--- config.mk ---
export PLATFORM = sky130hd
export DESIGN_NAME = mem_dumper_flat
export DESIGN_NICKNAME = d
export VERILOG_FILES = /design/src/rtl/mem_dumper_pkg.sv /design/src/rtl/mem_dumper_if.sv /design/src/rtl/mem_dumper_word_serializer.sv /design/src/rtl/mem_dumper.sv /design/src/flat_wrapper.sv
export SDC_FILE = /design/constraint.sdc
export NUM_CORES = 1
export LEC_CHECK = 0
export ABC_AREA = 0
export CAP_MARGIN = 10
export CORE_ASPECT_RATIO = 0.6
export CORE_UTILIZATION = 50
export CTS_BUF_LIST = sky130_fd_sc_hd__clkbuf_16
export DETAILED_ROUTE_END_ITERATION = 16
export PLACE_DENSITY = 0.76
export RECOVER_POWER = 50
export SYNTH_ARGS = -nofsm -noshare
export SYNTH_HDL_FRONTEND = slang
export SYNTH_HIERARCHICAL = 1
export SYNTH_SLANG_ARGS = --single-unit
--- constraint.sdc ---
create_clock -name CLK -period 3.45 [get_ports CLK]
set_input_delay 0.345 -clock CLK [delete_from_list [all_inputs] [get_ports CLK]]
set_output_delay 0.345 -clock CLK [all_outputs]
set_load 0.05 [all_outputs]
--- src/rtl/mem_dumper_pkg.sv ---
// Shared definitions for the memory image dumper: FSM encoding, word geometry
// and the size limit it shares with the UART program loader.
package mem_dumper_pkg;

  // Loader image size in words (512 KiB / 4); the dumper never reads more than this.
  localparam int unsigned LOADER_MAX_WORDS = 32'd131072;
  localparam int unsigned BYTES_PER_WORD   = 32'd4;
  localparam logic [1:0]  LAST_BYTE_IDX    = 2'(BYTES_PER_WORD - 32'd1);

  typedef enum logic [2:0] {
    ST_IDLE = 3'd0,
    ST_RD   = 3'd1,
    ST_WAIT = 3'd2,
    ST_SEND = 3'd3,
    ST_FIN  = 3'd4
  } state_e;

  function automatic logic [31:0] clamp_words(input logic [31:0] nwords,
                                              input logic [31:0] max_words);
    logic [31:0] n_s;
    if (nwords > max_words) begin
      n_s = max_words;
    end else begin
      n_s = nwords;
    end
    return n_s;
  endfunction

  function automatic logic [31:0] word_align(input logic [31:0] byte_addr);
    return byte_addr & 32'hFFFF_FFFC;
  endfunction

endpackage

--- src/rtl/mem_dumper_if.sv ---
// Bus bundle of the dumper: control request/status, main-memory read port and
// the byte stream towards the UART transmitter.
interface mem_dumper_if;
  logic        START;
  logic [31:0] BASE;
  logic [31:0] NWORDS;
  logic [31:0] MEM_ADDR;
  logic        MEM_RE;
  logic [31:0] MEM_RDATA;
  logic        MEM_RVALID;
  logic [7:0]  TX_DATA;
  logic        TX_VALID;
  logic        TX_READY;
  logic        BUSY;
  logic        DONE;

  modport master (
    input  START, BASE, NWORDS, MEM_RDATA, MEM_RVALID, TX_READY,
    output MEM_ADDR, MEM_RE, TX_DATA, TX_VALID, BUSY, DONE
  );

  modport slave (
    output START, BASE, NWORDS, MEM_RDATA, MEM_RVALID, TX_READY,
    input  MEM_ADDR, MEM_RE, TX_DATA, TX_VALID, BUSY, DONE
  );
endinterface

--- src/rtl/mem_dumper_word_serializer.sv ---
// Turns one 32-bit word into 4 bytes, LSB first, over valid/ready. 'last'
// flags the handshake of the final byte so the owner can fetch the next word.
module mem_dumper_word_serializer
  import mem_dumper_pkg::*;
(
  input  logic        CLK,
  input  logic        RST_X,
  input  logic        load,
  input  logic [31:0] word,
  output logic [7:0]  data,
  output logic        valid,
  input  logic        ready,
  output logic        last
);

  logic [31:0] buf_r;
  logic [1:0]  idx_r;
  logic        valid_r;
  logic        hs_s;

  assign hs_s  = valid_r & ready;
  // The current byte always sits in the low lane, so data comes straight from a flop.
  assign data  = buf_r[7:0];
  assign valid = valid_r;
  assign last  = hs_s & (idx_r == LAST_BYTE_IDX);

  // Word buffer, byte index and valid flag; shifts one byte out per handshake.
  always_ff @(posedge CLK or negedge RST_X) begin
    if (!RST_X) begin
      buf_r   <= 32'd0;
      idx_r   <= 2'd0;
      valid_r <= 1'b0;
    end else if (load) begin
      buf_r   <= word;
      idx_r   <= 2'd0;
      valid_r <= 1'b1;
    end else if (hs_s) begin
      buf_r <= {8'd0, buf_r[31:8]};
      idx_r <= idx_r + 2'd1;
      if (idx_r == LAST_BYTE_IDX) begin
        valid_r <= 1'b0;
      end
    end
  end

endmodule

--- src/rtl/mem_dumper.sv ---
// Memory image dumper: reads NWORDS words from BASE and streams them LSB-first
// to the UART transmitter, in the same byte order the program loader expects.
module mem_dumper
  import mem_dumper_pkg::*;
#(
  parameter int unsigned MAX_WORDS = LOADER_MAX_WORDS
)
(
  input  logic         CLK,
  input  logic         RST_X,
  mem_dumper_if.master bus
);

  state_e      state_r;
  state_e      state_s;
  logic [31:0] addr_r;
  logic [31:0] addr_s;
  logic [31:0] cnt_r;
  logic [31:0] cnt_s;
  logic [31:0] mem_addr_r;
  logic [31:0] mem_addr_s;
  logic        mem_re_r;
  logic        mem_re_s;
  logic        busy_r;
  logic        busy_s;
  logic        done_r;
  logic        done_s;
  logic        load_s;
  logic [31:0] start_cnt_s;
  logic [7:0]  ser_data_s;
  logic        ser_valid_s;
  logic        ser_last_s;

  assign start_cnt_s = clamp_words(bus.NWORDS, MAX_WORDS);

  mem_dumper_word_serializer u_ser (
    .CLK   (CLK),
    .RST_X (RST_X),
    .load  (load_s),
    .word  (bus.MEM_RDATA),
    .data  (ser_data_s),
    .valid (ser_valid_s),
    .ready (bus.TX_READY),
    .last  (ser_last_s)
  );

  // Next-state and next-output logic of the dump sequencer.
  always_comb begin
    state_s    = state_r;
    addr_s     = addr_r;
    cnt_s      = cnt_r;
    mem_addr_s = mem_addr_r;
    mem_re_s   = 1'b0;
    busy_s     = busy_r;
    done_s     = done_r;
    load_s     = 1'b0;
    case (state_r)
      ST_IDLE: begin
        if (bus.START) begin
          addr_s = word_align(bus.BASE);
          cnt_s  = start_cnt_s;
          busy_s = 1'b1;
          done_s = 1'b0;
          if (start_cnt_s == 32'd0) begin
            state_s = ST_FIN;
          end else begin
            state_s = ST_RD;
          end
        end else begin
          state_s = ST_IDLE;
        end
      end
      ST_RD: begin
        mem_addr_s = addr_r;
        mem_re_s   = 1'b1;
        state_s    = ST_WAIT;
      end
      ST_WAIT: begin
        // Read data outside this state is stray and deliberately dropped.
        if (bus.MEM_RVALID) begin
          load_s  = 1'b1;
          state_s = ST_SEND;
        end else begin
          state_s = ST_WAIT;
        end
      end
      ST_SEND: begin
        if (ser_last_s) begin
          cnt_s  = cnt_r - 32'd1;
          addr_s = addr_r + BYTES_PER_WORD;
          if (cnt_r == 32'd1) begin
            state_s = ST_FIN;
          end else begin
            state_s = ST_RD;
          end
        end else begin
          state_s = ST_SEND;
        end
      end
      ST_FIN: begin
        busy_s  = 1'b0;
        done_s  = 1'b1;
        state_s = ST_IDLE;
      end
      default: begin
        state_s = ST_IDLE;
      end
    endcase
  end

  // State register.
  always_ff @(posedge CLK or negedge RST_X) begin
    if (!RST_X) begin
      state_r <= ST_IDLE;
    end else begin
      state_r <= state_s;
    end
  end

  // Address/count bookkeeping and registered status/strobe outputs.
  always_ff @(posedge CLK or negedge RST_X) begin
    if (!RST_X) begin
      addr_r     <= 32'd0;
      cnt_r      <= 32'd0;
      mem_addr_r <= 32'd0;
      mem_re_r   <= 1'b0;
      busy_r     <= 1'b0;
      done_r     <= 1'b0;
    end else begin
      addr_r     <= addr_s;
      cnt_r      <= cnt_s;
      mem_addr_r <= mem_addr_s;
      mem_re_r   <= mem_re_s;
      busy_r     <= busy_s;
      done_r     <= done_s;
    end
  end

  assign bus.MEM_ADDR = mem_addr_r;
  assign bus.MEM_RE   = mem_re_r;
  assign bus.TX_DATA  = ser_data_s;
  assign bus.TX_VALID = ser_valid_s;
  assign bus.BUSY     = busy_r;
  assign bus.DONE     = done_r;

endmodule

--- src/flat_wrapper.sv ---
// flat-port wrapper written by rule: the top's interface ports become plain ports
module mem_dumper_flat import mem_dumper_pkg::*;
#(
  parameter int unsigned MAX_WORDS = LOADER_MAX_WORDS
)
  (CLK, RST_X, bus_START, bus_BASE, bus_NWORDS, bus_MEM_RDATA, bus_MEM_RVALID, bus_TX_READY, bus_MEM_ADDR, bus_MEM_RE, bus_TX_DATA, bus_TX_VALID, bus_BUSY, bus_DONE);
  mem_dumper_if bus_i ();
  input  logic CLK;
  input  logic RST_X;
  input wire logic [$bits(bus_i.START)-1:0] bus_START;
  input wire logic [$bits(bus_i.BASE)-1:0] bus_BASE;
  input wire logic [$bits(bus_i.NWORDS)-1:0] bus_NWORDS;
  input wire logic [$bits(bus_i.MEM_RDATA)-1:0] bus_MEM_RDATA;
  input wire logic [$bits(bus_i.MEM_RVALID)-1:0] bus_MEM_RVALID;
  input wire logic [$bits(bus_i.TX_READY)-1:0] bus_TX_READY;
  output wire logic [$bits(bus_i.MEM_ADDR)-1:0] bus_MEM_ADDR;
  output wire logic [$bits(bus_i.MEM_RE)-1:0] bus_MEM_RE;
  output wire logic [$bits(bus_i.TX_DATA)-1:0] bus_TX_DATA;
  output wire logic [$bits(bus_i.TX_VALID)-1:0] bus_TX_VALID;
  output wire logic [$bits(bus_i.BUSY)-1:0] bus_BUSY;
  output wire logic [$bits(bus_i.DONE)-1:0] bus_DONE;
  assign bus_i.START = bus_START;
  assign bus_i.BASE = bus_BASE;
  assign bus_i.NWORDS = bus_NWORDS;
  assign bus_i.MEM_RDATA = bus_MEM_RDATA;
  assign bus_i.MEM_RVALID = bus_MEM_RVALID;
  assign bus_i.TX_READY = bus_TX_READY;
  assign bus_MEM_ADDR = bus_i.MEM_ADDR;
  assign bus_MEM_RE = bus_i.MEM_RE;
  assign bus_TX_DATA = bus_i.TX_DATA;
  assign bus_TX_VALID = bus_i.TX_VALID;
  assign bus_BUSY = bus_i.BUSY;
  assign bus_DONE = bus_i.DONE;
  mem_dumper #(.MAX_WORDS(MAX_WORDS)) u_core (.CLK(CLK), .RST_X(RST_X), .bus(bus_i));
endmodule
======== After elaboration in Yosys (flattened, before gate mapping) ========
Index checks and enable logic that the tools add are counted.
storage, ports and cells
  register bits after elaboration ......... 137
  input port bits ......................... 101
  logic and storage cells ................. 60
operators by class
  add/sub/neg operators ................... 3
  magnitude comparators ................... 1
  eq/ne operators ......................... 8
  muxes and demuxes ....................... 27
  bitwise gates (word level) .............. 2
  reductions and logical operators ........ 9
operators by type and width
  operator               number
  $mux 32                7
  $pmux 32 s2            2
  $add 32x3->32 const B  1
  $eq 32x1->1 const B    1
  $gt 32x18->1 const B   1
  $logic_not 32->1       1
  $sub 32x1->32 const B  1
  $mux 3                 4
  $pmux 3 s4             1
  $mux 1                 9
  $reduce_bool 2->1      4
  $eq 3x2->1 const B     2
  $mux 2                 2
  $pmux 1 s2             2
  $reduce_and 2->1       2
  $eq 3x1->1 const B     1
  $eq 3x3->1 const B     1
  $logic_not 3->1        1
  $reduce_and 3->1       1
  $add 2x1->2 const B    1
  $and 1x1->1            2
  $eq 2x2->1 const B     1
  $ne 2x1->1 const B     1
  $ne 2x2->1 const B     1

======== Longest topological paths before layout ========
  depth in word-level cells ............... 6
  gate-level depth with buffers ........... 9
  depth with buffers taken out ............ 7

======== Modules after synthesis ========
Netlist, hierarchy kept.
by module, submodules not included
  module                      instances  cells an instance  area an instance (sq um)  sequential area each (sq um)
  mem_dumper                  1          554                5251.3                    2452.4
  mem_dumper_word_serializer  1          193                1953.1                    875.8

======== Worst setup path before layout ========
Ideal clock, no wire load.
  path type ............................... register to register
  from .................................... register u_core.u_ser.valid_r (netlist: u_core/u_ser/valid)
  to ...................................... register u_core.cnt_r[28]
  setup time .............................. 0.139 ns
  arrival ................................. 2.477 ns
  data required time ...................... 3.311 ns
  path slack .............................. 0.833 ns
  cell stages (with the launch flop) ...... 9
  path buffers ............................ 2
  clock period less this slack ............ 2.617 ns
  path through ............................ dfrtp_1 -> buf_2 -> and3_1 -> nand3_1 -> a21o_1 -> clkbuf_1 -> or4_1 -> o311ai_0 -> o21ai_0
on the way
  cells in the longest elaborated chain, start to end .. 4
ends and longest elaborated chain
  what                        RTL line                          text
  start: declaration          mem_dumper_word_serializer.sv:18  logic valid_r;
  start signal: assignment    mem_dumper_word_serializer.sv:32  valid_r <= 1'b0;
  start signal: assignment    mem_dumper_word_serializer.sv:36  valid_r <= 1'b1;
  start signal: assignment    mem_dumper_word_serializer.sv:41  valid_r <= 1'b0;
  $and 1x1->1                 mem_dumper_word_serializer.sv:21  assign hs_s = valid_r & ready;
  $and 1x1->1                 mem_dumper_word_serializer.sv:25  assign last = hs_s & (idx_r == LAST_BYTE_IDX);
  via u_core.ser_last_s       mem_dumper.sv:32                  logic ser_last_s;
  $ne 2x1->1 (no line)        --
  $reduce_and 3->1 (no line)  --
  end signal: assignment      mem_dumper.sv:131                 cnt_r <= cnt_s;
  end: declaration            mem_dumper.sv:18                  logic [31:0] cnt_r;
The timed path passes the listed nets, and every way through them passes these cells.
A chain may end at the register's enable or synchronous reset.

======== Worst setup path after layout ========
  from .................................... register u_core.cnt_r[18]
  to ...................................... register u_core.cnt_r[24]
on the way
  cells in the longest elaborated chain, start to end .. 3
ends and longest elaborated chain
  what           RTL line          text
  $sub 32x1->32  mem_dumper.sv:89  cnt_s = cnt_r - 32'd1;
  $mux 32        mem_dumper.sv:88  if (ser_last_s) begin
  $pmux 32 s2    mem_dumper.sv:57  case (state_r)
No other way between the ends. The select of a mux whose other input is x is not followed.

==> impl_results.md <==
- Status: complete, but fails checks
- Failing checks: capacitance limit, slew limit
- Required @ worst endpoint: 3.77 ns
- Largest net degree at the start of global routing: 93
- Row cnt: 33
- Yosys cell types: 70
- P per Cell Area: 840 mW/mm^2
- CTS clk-pin slew, worst paths: 0.07 ns
- Worst setup EP type: flop
- Crit-path max FO: 5
- Full die area: 0.0149 mm^2
- Mapped Cells: 747
- Synth area leaders: dfrtp_1 46%, mux2_2 4.7%, nand2_1 3.6%, nand4b_1 3.0%, a21oi_1 2.9%
- Unrepaired setup endpoints after global routing: false
- Setup-failing EPs final: 0
- Routed WL: 21100 um
- Core footprint: 0.0139 mm^2
- Layout area overhead: 28.4%
- Max-Cap Viols: 2
- Synth Register Bits: 133
- Yosys warns: 6
- Routed wire per std cell: 19.9 um
- Clk sinks: 133
- Worst-case clock skew: 0.0159 ns
- First-pass GRT wire length: 32700 um
- Avg Vias per Cell: 6.25
- Starting Density: 51.9%
- Fin Setup TNS: 0 ns
- Hold Crit Class: input pin to flop
- Root buf cell: clkbuf_16
- Inst Count DP: 1031
- H-tree Lvls: 4
- Max_slew headroom: -99.4%
- # nets final: 963
- Worst slack at placement: 0.531 ns
- TritonCTS clock tree: built
- Die span in y: 95.0 um
- Predominant post-synthesis flop cell: dfrtp_1
- Worst-Skew Late Latency: 0.42 ns
- R2R cell count: 5
- Fin util: 66.7%
- Hold Slack: 0.472 ns
- Setup CP Type: flop to flop
- Die X: 157 um
- Share of cells above drive strength 1: 11.4%
- Grt total ovfl: 0
- CP startpoint kind: flop
- Hold-fix buffers, CTS: 0
- Share of Yosys cell area claimed by the top area cell type: 46.2%
- Sequential element share of the synthesized area: 46.2%
- Initial antenna violation count: 0
- GRT Overall Usage: 28.8%
- Asr flop ratio synth: 100%
- Syn_area_per_cell: 9.64 um^2
- Ratio of final minimum period to clock period: 80.8%
- Launch point of the worst path: u_core/cnt_r[18]
- Leakage: 3.65 nW
- Postcts setup bufs: 0
- R2R Setup Slk: 0.66 ns
- Maximum VDD drop: 0.527 mV
- Clk buf depth: 2
- Synth area leader: dfrtp_1
- Fmax: 359 MHz
- # diodes: 0
- Vias in the first global route: 6222
- Post-synth EDFFs: 0
- CTS buffer count: 17
- Arr. time, crit path: 3.10 ns
- Number of DRC markers in iteration 0: 760
- Final Hold Viols: 0
- Post-DP HPWL: 14600 um
- RR Endpoint: u_core/cnt_r[24]
- Reg2reg start: u_core/cnt_r[18]
- Ports: 145
- Post-Layout Cell Count: 1063
- PortBufs: 140
- Critical path destination: u_core/cnt_r[24]
- Cells resized by post-CTS repair: 0
- Max Transition Viols Final: 84
- Final WS setup: 0.663 ns
- Final Wtd Congestion: 0.938
- Slew @ Worst Pin: 2.99 ns
- Post-synthesis instance area: 0.00720 mm^2
- Drt pass-1 iters: 5
- Residual DRC: 0
- Via Count: 6649
- Antenna Nets Post-Route: 0
- Min Tclk post-route: 2.79 ns
how the worst min path moves through the flow:
| stage | from | end | slack (ns) | cells after the start |
|---|---|---|---|---|
| after floorplan | RST_X | u_core/addr_r[10] | 0.05 | 0 |
| after global placement | RST_X | u_core/cnt_r[15] | 0.44 | 1 |
| after detailed placement | RST_X | u_core/cnt_r[14] | 0.45 | 1 |
| after CTS | RST_X | u_core/cnt_r[20] | 0.005 | 1 |
| after global routing | bus_MEM_RDATA[25] | u_core/u_ser/buf_r[25] | 0.47 | 3 |
| final | bus_MEM_RDATA[25] | u_core/u_ser/buf_r[25] | 0.47 | 3 |
critical path, stage by stage, from the launching register on:
cell and delay (ns):
dfrtp_1 0.41, or4_4 0.54, or3_4 0.38, nor4_1 0.69
nand3_1 0.38, o21ai_0 0.28
cell usage after synthesis, types with 4 or more instances:
master     count
dfrtp_1      133
nand2_1       70
a21oi_1       42
nor2_1        39
o21ai_0       37
clkbuf_1      32
mux2_2        30
nand2b_1      25
nand4b_1      25
o211ai_1      25
nor3_1        21
nand4_1       20
nand3_1       19
a31oi_1       15
inv_1         15
nor4_1        14
buf_2         13
buf_4         11
and3_1        10
o22ai_1       10
o21ai_1        8
o311ai_2       8
and4_1         7
or3_1          7
or4_1          7
a221o_1        6
buf_6          6
a22oi_1        5
a2bb2oi_1      5
buf_1          5
o311ai_0       5
a21o_1         4
ha_1           4
nand3b_1       4
or2_2          4
placed cells by master, fill, tap and decap left out, types with 25 or more instances in the layout:
master	count
dfrtp_1	133
nor2_1	39
a21oi_1	41
o211ai_1	25
o21ai_0	37
nand2_1	70
mux2_2	30
nand2b_1	25
nand4b_1	25
clkdlybuf4s50_1	139
registers in the layout, indices dropped and copies added (netlist names):
signal	cells
u_core/cnt_r	32
u_core/u_ser/buf_r	32
u_core/addr_r	30
u_core/bus.MEM_ADDR	30
u_core/state_r	3
u_core/u_ser/idx_r	2
u_core/bus.BUSY	1
u_core/bus.DONE	1
u_core/bus.MEM_RE	1
u_core/u_ser/valid	1
per-layer routing:
layer	GRT usage, %	routed length [um]	part of all wire, %
met5	0	0	0
met4	8.82	392	1.9
met3	7.21	1940	9.2
met2	41.2	9140	43
met1	42.5	9630	46
cell type report:
cell class	count	area, um^2
fillers	1079	4620
multi-input cells	533	3480
flip-flops and latches	133	3330
repair buffers	158	1550
clock buffers	17	425
well taps	192	240
clock inverters	15	166
inverters	15	56.3
logic make-up (layout without fill, tap and decap cells):
logic type,count (synthesis),count (layout),share of synthesized area (%)
AO/OA/AOI/OAI,205,205,19.8
XOR/XNOR,1,1,0.122
adder cells (fa/ha/maj),4,4,0.695
buffers and inverters,82,205,5.70
flip-flops,133,133,46.2
multiplexers,33,33,5.11
other,1,2,0.0521
AND/OR/NAND/NOR,288,288,22.3
per-stage QoR:
| step | instance area, um^2 | total power, mW |
|---|---|---|
| detailed placement | 8670 | 5.90 |
| global route | 9250 | 8.17 |
| CTS | 9260 | 7.76 |
| finish | 9250 | 7.77 |
| floorplan | 7210 | 4.89 |
| global placement | 8670 | 5.79 |
report_power, final:
group,internal (mW),switching [mW],leakage [nW],total (mW)
Combinational,1.27,1.98,1.67,3.24
Clock,1.08,0.752,0.281,1.83
Sequential,2.14,0.559,1.71,2.70
No activity file was read; power rests on OpenSTA's default activity.
